===== config.mk =====
export PLATFORM = sky130hd
export DESIGN_NAME = modulation_reference
export DESIGN_NICKNAME = d
export VERILOG_FILES = /design/src/rtl/modulation_reference.sv
export SDC_FILE = /design/constraint.sdc
export NUM_CORES = 2
export LEC_CHECK = 0
export CAP_MARGIN = 20
export CORE_ASPECT_RATIO = 1.75
export CORE_UTILIZATION = 56
export DETAILED_ROUTE_END_ITERATION = 10
export PLACE_DENSITY_LB_ADDON = 0.3
export SLEW_MARGIN = 25
export SYNTH_ARGS = -nofsm -noshare
export SYNTH_HDL_FRONTEND = slang
export SYNTH_SLANG_ARGS = --single-unit

===== constraint.sdc =====
create_clock -name MClk -period 7.41 [get_ports MClk]
set_input_delay 1.482 -clock MClk [delete_from_list [all_inputs] [get_ports MClk]]
set_output_delay 1.482 -clock MClk [all_outputs]
set_load 0.05 [all_outputs]

===== src/rtl/modulation_reference.sv =====
// Sample-table modulation reference: plays back signed samples, scales by Amplitude,
// offsets to the carrier midpoint and clamps. Optional MODREF_CLAMP_FLAG_EN adds ClampHit.
module modulation_reference #(
    parameter int BIT_WIDTH = 16,
    parameter int ADDR_W    = 8
) (
    input  logic                 MClk,
    input  logic                 Rst,
    input  logic                 WrEn,
    input  logic [ADDR_W-1:0]    WrAddr,
    input  logic [BIT_WIDTH-1:0] WrData,
    input  logic                 Enable,
    input  logic [ADDR_W:0]      SampleCount,
    input  logic [BIT_WIDTH-1:0] PeriodCount,
    input  logic [BIT_WIDTH-1:0] Amplitude,
    input  logic [BIT_WIDTH-1:0] PWMMaxCount,
    output logic [BIT_WIDTH-1:0] Compare,
    output logic                 Update,
    output logic [ADDR_W-1:0]    Index
`ifdef MODREF_CLAMP_FLAG_EN
    ,
    output logic                 ClampHit
`endif
);

    localparam int DEPTH = 2 ** ADDR_W;
    localparam logic [ADDR_W:0] DEPTH_L = (ADDR_W + 1)'(DEPTH);

    logic [BIT_WIDTH-1:0] sampleRam [DEPTH];
    logic [BIT_WIDTH-1:0] periodCnt;
    logic                 tick;
    logic [ADDR_W:0]      effCount;
    logic [ADDR_W:0]      nextIdx;

    // Pipeline: stage 1 = RAM output, stage 2 = scaled deviation, stage 3 = Compare.
    // Valid bits travel with the data; Update is the stage-3 valid, a one-cycle
    // strobe with no back-pressure, asserted in the same cycle Compare changes.
    logic                        valid1, valid2;
    logic [BIT_WIDTH-1:0]        ramData;
    logic [BIT_WIDTH-1:0]        amp1, max1, max2;
    logic signed [BIT_WIDTH+1:0] devReg;

    logic signed [2*BIT_WIDTH:0] sampleExt, ampExt, product;
    logic signed [BIT_WIDTH+1:0] deviation, midExt, maxExt, sum;
    logic [BIT_WIDTH-1:0]        clampVal;

    always_comb begin
        tick     = Enable && (periodCnt == PeriodCount);
        effCount = SampleCount;
        if (SampleCount == '0)
            effCount = (ADDR_W + 1)'(1);
        else if (SampleCount > DEPTH_L)
            effCount = DEPTH_L;
        nextIdx = {1'b0, Index} + (ADDR_W + 1)'(1);
    end

    // Read-first RAM: the non-blocking write lands after the same-edge read.
    always_ff @(posedge MClk) begin
        if (WrEn && !Rst)
            sampleRam[WrAddr] <= WrData;
        if (tick)
            ramData <= sampleRam[Index];
    end

    always_comb begin
        sampleExt = {{(BIT_WIDTH + 1){ramData[BIT_WIDTH-1]}}, ramData};
        ampExt    = {{(BIT_WIDTH + 1){1'b0}}, amp1};
        product   = sampleExt * ampExt;
        deviation = (BIT_WIDTH + 2)'(product >>> (BIT_WIDTH - 1));
        midExt    = {3'b000, max2[BIT_WIDTH-1:1]};
        maxExt    = {2'b00, max2};
        sum       = midExt + devReg;
        clampVal  = sum[BIT_WIDTH-1:0];
        if (sum < 0)
            clampVal = '0;
        else if (sum > maxExt)
            clampVal = max2;
    end

    always_ff @(posedge MClk) begin
        if (Rst) begin
            periodCnt <= '0;
            Index     <= '0;
            valid1    <= 1'b0;
            valid2    <= 1'b0;
            Update    <= 1'b0;
            Compare   <= '0;
        end else begin
            if (!Enable) begin
                periodCnt <= '0;
                Index     <= '0;
            end else if (tick) begin
                periodCnt <= '0;
                Index     <= (nextIdx >= effCount) ? '0 : nextIdx[ADDR_W-1:0];
            end else begin
                periodCnt <= periodCnt + BIT_WIDTH'(1);
            end
            valid1 <= tick;
            valid2 <= valid1;
            Update <= valid2;
            if (valid2)
                Compare <= clampVal;
        end
    end

    // Scaling operands are captured with the tick so later input changes miss in-flight samples.
    always_ff @(posedge MClk) begin
        if (tick) begin
            amp1 <= Amplitude;
            max1 <= PWMMaxCount;
        end
        if (valid1) begin
            devReg <= deviation;
            max2   <= max1;
        end
    end

`ifdef MODREF_CLAMP_FLAG_EN
    logic clampFlag;
    assign clampFlag = (sum < 0) || (sum > maxExt);

    always_ff @(posedge MClk) begin
        if (Rst)
            ClampHit <= 1'b0;
        else if (valid2)
            ClampHit <= clampFlag;
    end
`endif

endmodule

After elaboration in Yosys (flattened, before gate mapping)
Memory sizes are Yosys's and may differ from the RTL's. A register that Yosys moved wholly into a read port is not among the register bits. Index checks and enable logic that the tools add are counted.

Memories: 1. RAM bits: 4096. Register bits: 109. Output and inout bits: 25.

Reductions and logical operators: 6. Order comparisons: 4. Multiply operators: 1. Equality and inequality tests: 1. $add $sub $neg: 3. Bitwise logic cells: 1. Multiplexer cells: 7.

Memory list: sampleRam (words 256, bits a word 16, rd ports 1, clocked after Yosys merged registers in 1, wr ports 1, RTL line 29) `logic [BIT_WIDTH-1:0] sampleRam [DEPTH];`.

Operators by type and width (count): multiplier 16 x 17 -> 33 bit (1); two-way mux 16 bit (2); adder 16 x 18 -> 18 bit (1); greater-than comparator 18 x 17 -> 1 bit (1); < comparator 18 x 1 -> 1 bit, second input constant (1); two-way mux 9 bit (2); adder 16 x 1 -> 16 bit, second input constant (1); == test 16 bit (1); adder 8 x 1 -> 9 bit, second input constant (1); >= comparator 9 bit (1); greater-than comparator 9 bit, second input constant (1); zero test 9 bit (1); two-way mux 8 bit (1); OR reduction 3 bit (1); logical AND 1 bit (2); two-way mux 1 bit (2); OR reduction 2 bit (1); zero test 1 bit (1); inverter 1 bit (1).

Logic depth before layout (Yosys ltp)
Word-level depth: 5. Depth in mapped cells: 23. Depth with buffers taken out: 22.

Least setup slack after synthesis
No wires, ideal clock.

Path type: register to register. From: register ramData[7] (read register of sampleRam). To: register devReg[15] (data pin). Path buffers: 1. Data required time: 7.151 ns. Library setup time: 0.259 ns. Stages on the path, launching flop included: 24. Slack: 1.253 ns. Arrival: 5.898 ns. Cells stage by stage: edfxtp_1 -> clkbuf_1 -> nand2_1 -> fa_1 -> inv_1 -> fa_1 -> inv_1 -> fa_1 -> inv_1 -> fa_1 -> fa_1 -> inv_1 -> fa_1 -> inv_1 -> ha_1 -> and2_1 -> a221oi_1 -> nand2_1 -> a221oi_1 -> nand2b_1 -> o21ai_0 -> a221o_1 -> a21oi_1 -> xnor2_1.

Longest elaborated chain between the ends: 1.

RTL lines: from (decl) (RTL line 39) `logic [BIT_WIDTH-1:0] ramData;`; multiplier 16 x 17 -> 33 bit (RTL line 68) `product = sampleExt * ampExt;`; via product[30] (RTL line 43) `logic signed [2*BIT_WIDTH:0] sampleExt, ampExt, product;`; to (signal assigned) (RTL line 113) `devReg <= deviation;`; to (decl) (RTL line 41) `logic signed [BIT_WIDTH+1:0] devReg;`.

The timed path passes the listed nets, and every way through them passes these cells. A chain may end at the register's enable or synchronous reset.

Final worst setup path
From: register amp1[8]. To: register devReg[11] (data pin).

Longest elaborated chain between the ends: 1.

RTL lines: from (decl) (RTL line 40) `logic [BIT_WIDTH-1:0] amp1, max1, max2;`; from (signal assigned) (RTL line 109) `amp1 <= Amplitude;`; multiplier 16 x 17 -> 33 bit (RTL line 68); via product[26] (RTL line 43).

The timed path passes the listed nets, and every way through them passes these cells.

==> out/metrics.csv <==
metric;value;unit
dr.pass1.iters;5;
fin_skew;0.0496;ns
post_cts_buffers;0;
clkTransAtPathRegs;0.07;ns
synth_area_leader_cell;edfxtp_1;
wirelength;414000;um
cp.arrival;7.57;ns
crit_path_start_kind;register;
max-slew-margin-rel;15.1;%
antenna_found_initial;22;
yosys_warnings;0;
yosysSeqAreaShare;74.1;%
synthTopCellsByArea;edfxtp_1, mux4_2, fa_1, ha_1, nor2_1;
num_io_pins;110;
grt_pass1_vias;83600;
hold_path_depth;0;
yosysUniqueCellTypes;51;
fin_setup_tns;0;ns
cts_max_level;5;
numCtsBuffers;362;
clock_latency;0.95;ns
worstPathCellList;nand2_1 > fa_1 > inv_1 > fa_1 > fa_1 > fa_1 > fa_1 > inv_1 > fa_1 > inv_1 > ha_1 > and2_1 > a221oi_1 > nand2_1 > a221oi_1 > o221ai_1 > a21oi_1 > o21bai_1 > a21oi_1 > xnor2_1;
tightest_slew;1.27;ns
std_cell_rows;267;
syn_nets;8090;
crit_type;reg -> reg;
fmax;145;MHz
vias;80100;
synth_edf_count;4178;
ys.flop_type;edfxtp_1;
maxSlewViolCount;0;
avgSynthCellArea;22.3;sq um
start_util;56.3;%
setup_violations;0;
area_delta_synth_final;11.6;%
required;8.08;ns
root_buffer;clkbuf_16;
worstRegToRegCells;20;
cpPeakStageDelay;0.80;ns
fin_crit_sh;93.1;%
track_usage;27.3;%
die_area;307000;sq um
post-route-util;62.9;%
ys_ff_latch;4221;
drt_iter0_drc;9325;
status;complete, no violations;
vdd_drop_max;199;uV
die_w;419;um
min_period;6.90;ns
fp.dieH;732;um
crit_top_cell;fa_1;
final_cell_mix;edfxtp_1, mux4_2, clkbuf_16;
worst-path-max-fanout;16;
fillers;20000;
fin_nets;8555;
viasPerCell;6.43;
leakage;0.0589;uW
powerDensity;240;nW/um^2
hold_buffers;0;
grt_setup_unrepaired;no;
drc;0;
synthCells;7650;
finalWeightedCongestion;0.875;
finalHoldViolCount;0;
postSynth.asyncResetShare;0;%
layout-drive-gt1-share;28.0;%
max_cap_violations;0;
grt_pass1_wl;593000;um
cts_resized;0;
syn_area;171000;sq um
numPortBuffers;109;
dp_hpwl;256000;um
coreArea;303000;sq um
hold_ws;0.423;ns
cts_tree;done;
wl_per_cell;33.3;um
overflow;0;
synth_top_area_share;73.6;%
grt_start_max_net_pins;178;
hp-class;reg -> reg;
end_kind;register;
critPathSlowestCell;edfxtp_1;
cts.sinks;4221;
clockBufferDepth;4;
ant_nets;0;
final_common_cell;edfxtp_1;
-- where the power goes --
group	switching (uW)	internal (uW)	total (uW)
Sequential	7.52	26200	26200
Combinational	466	84.2	550
Clock	8520	10300	18800
Total	8990	36600	45600
-- through the flow --
| step | worst slack [ns] | std cells | cell area (sq um) | total power [uW] |
|---|---|---|---|---|
| final | 0.513 | 12500 | 190000 | 45600 |
| after global routing | 0.100 | 12400 | 190000 | 46700 |
| after CTS | 0.476 | 12400 | 190000 | 45900 |
| after global placement | 0.467 | 11800 | 179000 | 27300 |
| after floorplan | 1.25 | 7650 | 171000 | 26800 |
| after detailed placement | 0.464 | 11800 | 179000 | 27300 |
-- cells in the mapped netlist (2+ instances only) --
library cell  number
edfxtp_1        4178
mux4_2          1312
nor2_1           339
inv_1            268
clkbuf_1         227
nand2_1          200
fa_1             194
ha_1             161
and2_1           116
buf_2             95
buf_1             66
mux2_2            65
xnor2_1           51
dfxtp_1           43
nand3_1           40
o21ai_0           39
o22ai_1           34
a21oi_1           29
xor2_1            20
nand4_1           19
a21o_1            18
mux2i_1           18
o221a_1           16
nor2b_1           15
nand2b_1          14
a211oi_1          13
o21a_1             7
nor3_1             6
a221oi_1           4
a22o_1             4
a31oi_1            4
and4_1             4
or2_2              4
and3_1             3
or3_1              3
a311oi_1           2
nor4_1             2
o211ai_1           2
o21bai_1           2
o221ai_1           2
-- metal layers --
metal,up-vias,global-route usage (%),part of all wire (%)
li1,32500,-,-
met1,43000,32.5,34
met2,3780,48.2,53
met3,838,3.56,6.6
met4,10,15.0,6.3
met5,-,0,0.019
-- path summary, 6_finish.rpt --
kind	from	endpoint	slack, ns
setup / recovery	amp1[8]$_DFFE_PP_	devReg[11]$_DFFE_PP_	0.51
hold / removal	max1[12]$_DFFE_PP_	max2[12]$_DFFE_PP_	0.42
setup reg to reg	amp1[8]$_DFFE_PP_	devReg[11]$_DFFE_PP_	0.51
hold reg to reg	max1[12]$_DFFE_PP_	max2[12]$_DFFE_PP_	0.42
-- critical path, delay by kind of cell, from the launching register on --
kind	cells	cell delay, ns
adder cells (fa/ha/maj)	7	3.43
buffers and inverters	3	0.14
flip-flops	1	0.80
AND/OR/NAND/NOR	3	0.45
AO/OA/AOI/OAI	6	1.73
XOR/XNOR	1	0.08
-- final cells by class --
class                   count  area, sq um  area share [%]
flip-flops and latches   4221       126000            66.4
multi-input cells        2769        41700            21.9
clock buffers             423         9460            4.97
well taps                4035         5050            2.65
repair buffers            491         4510            2.37
clock inverters           227         2110            1.11
inverters                 270         1010           0.533
diodes                     15         37.5          0.0197
-- kinds of logic (layout without fill, tap and decap cells) --
| family | Yosys count | in the layout | share of synthesized area (%) |
|---|---|---|---|
| flops | 4221 | 4221 | 74.1 |
| buf+inv | 660 | 1411 | 1.53 |
| mux | 1395 | 1395 | 17.9 |
| simple gates | 768 | 768 | 2.00 |
| xor+xnor | 71 | 71 | 0.365 |
| compound gates | 180 | 180 | 0.712 |
| other cells | 0 | 15 | 0 |
| fa+ha+maj | 355 | 355 | 3.46 |
-- sequential cells by signal, summed over array words and instances, names as in the netlist --
register   flops
sampleRam   4096
devReg        18
Compare       16
amp1          16
max1          16
max2          16
periodCnt     16
ramData       16
Index          8
Update         1
valid1         1
valid2         1
Note: power is estimated with default switching activity, not from simulation.
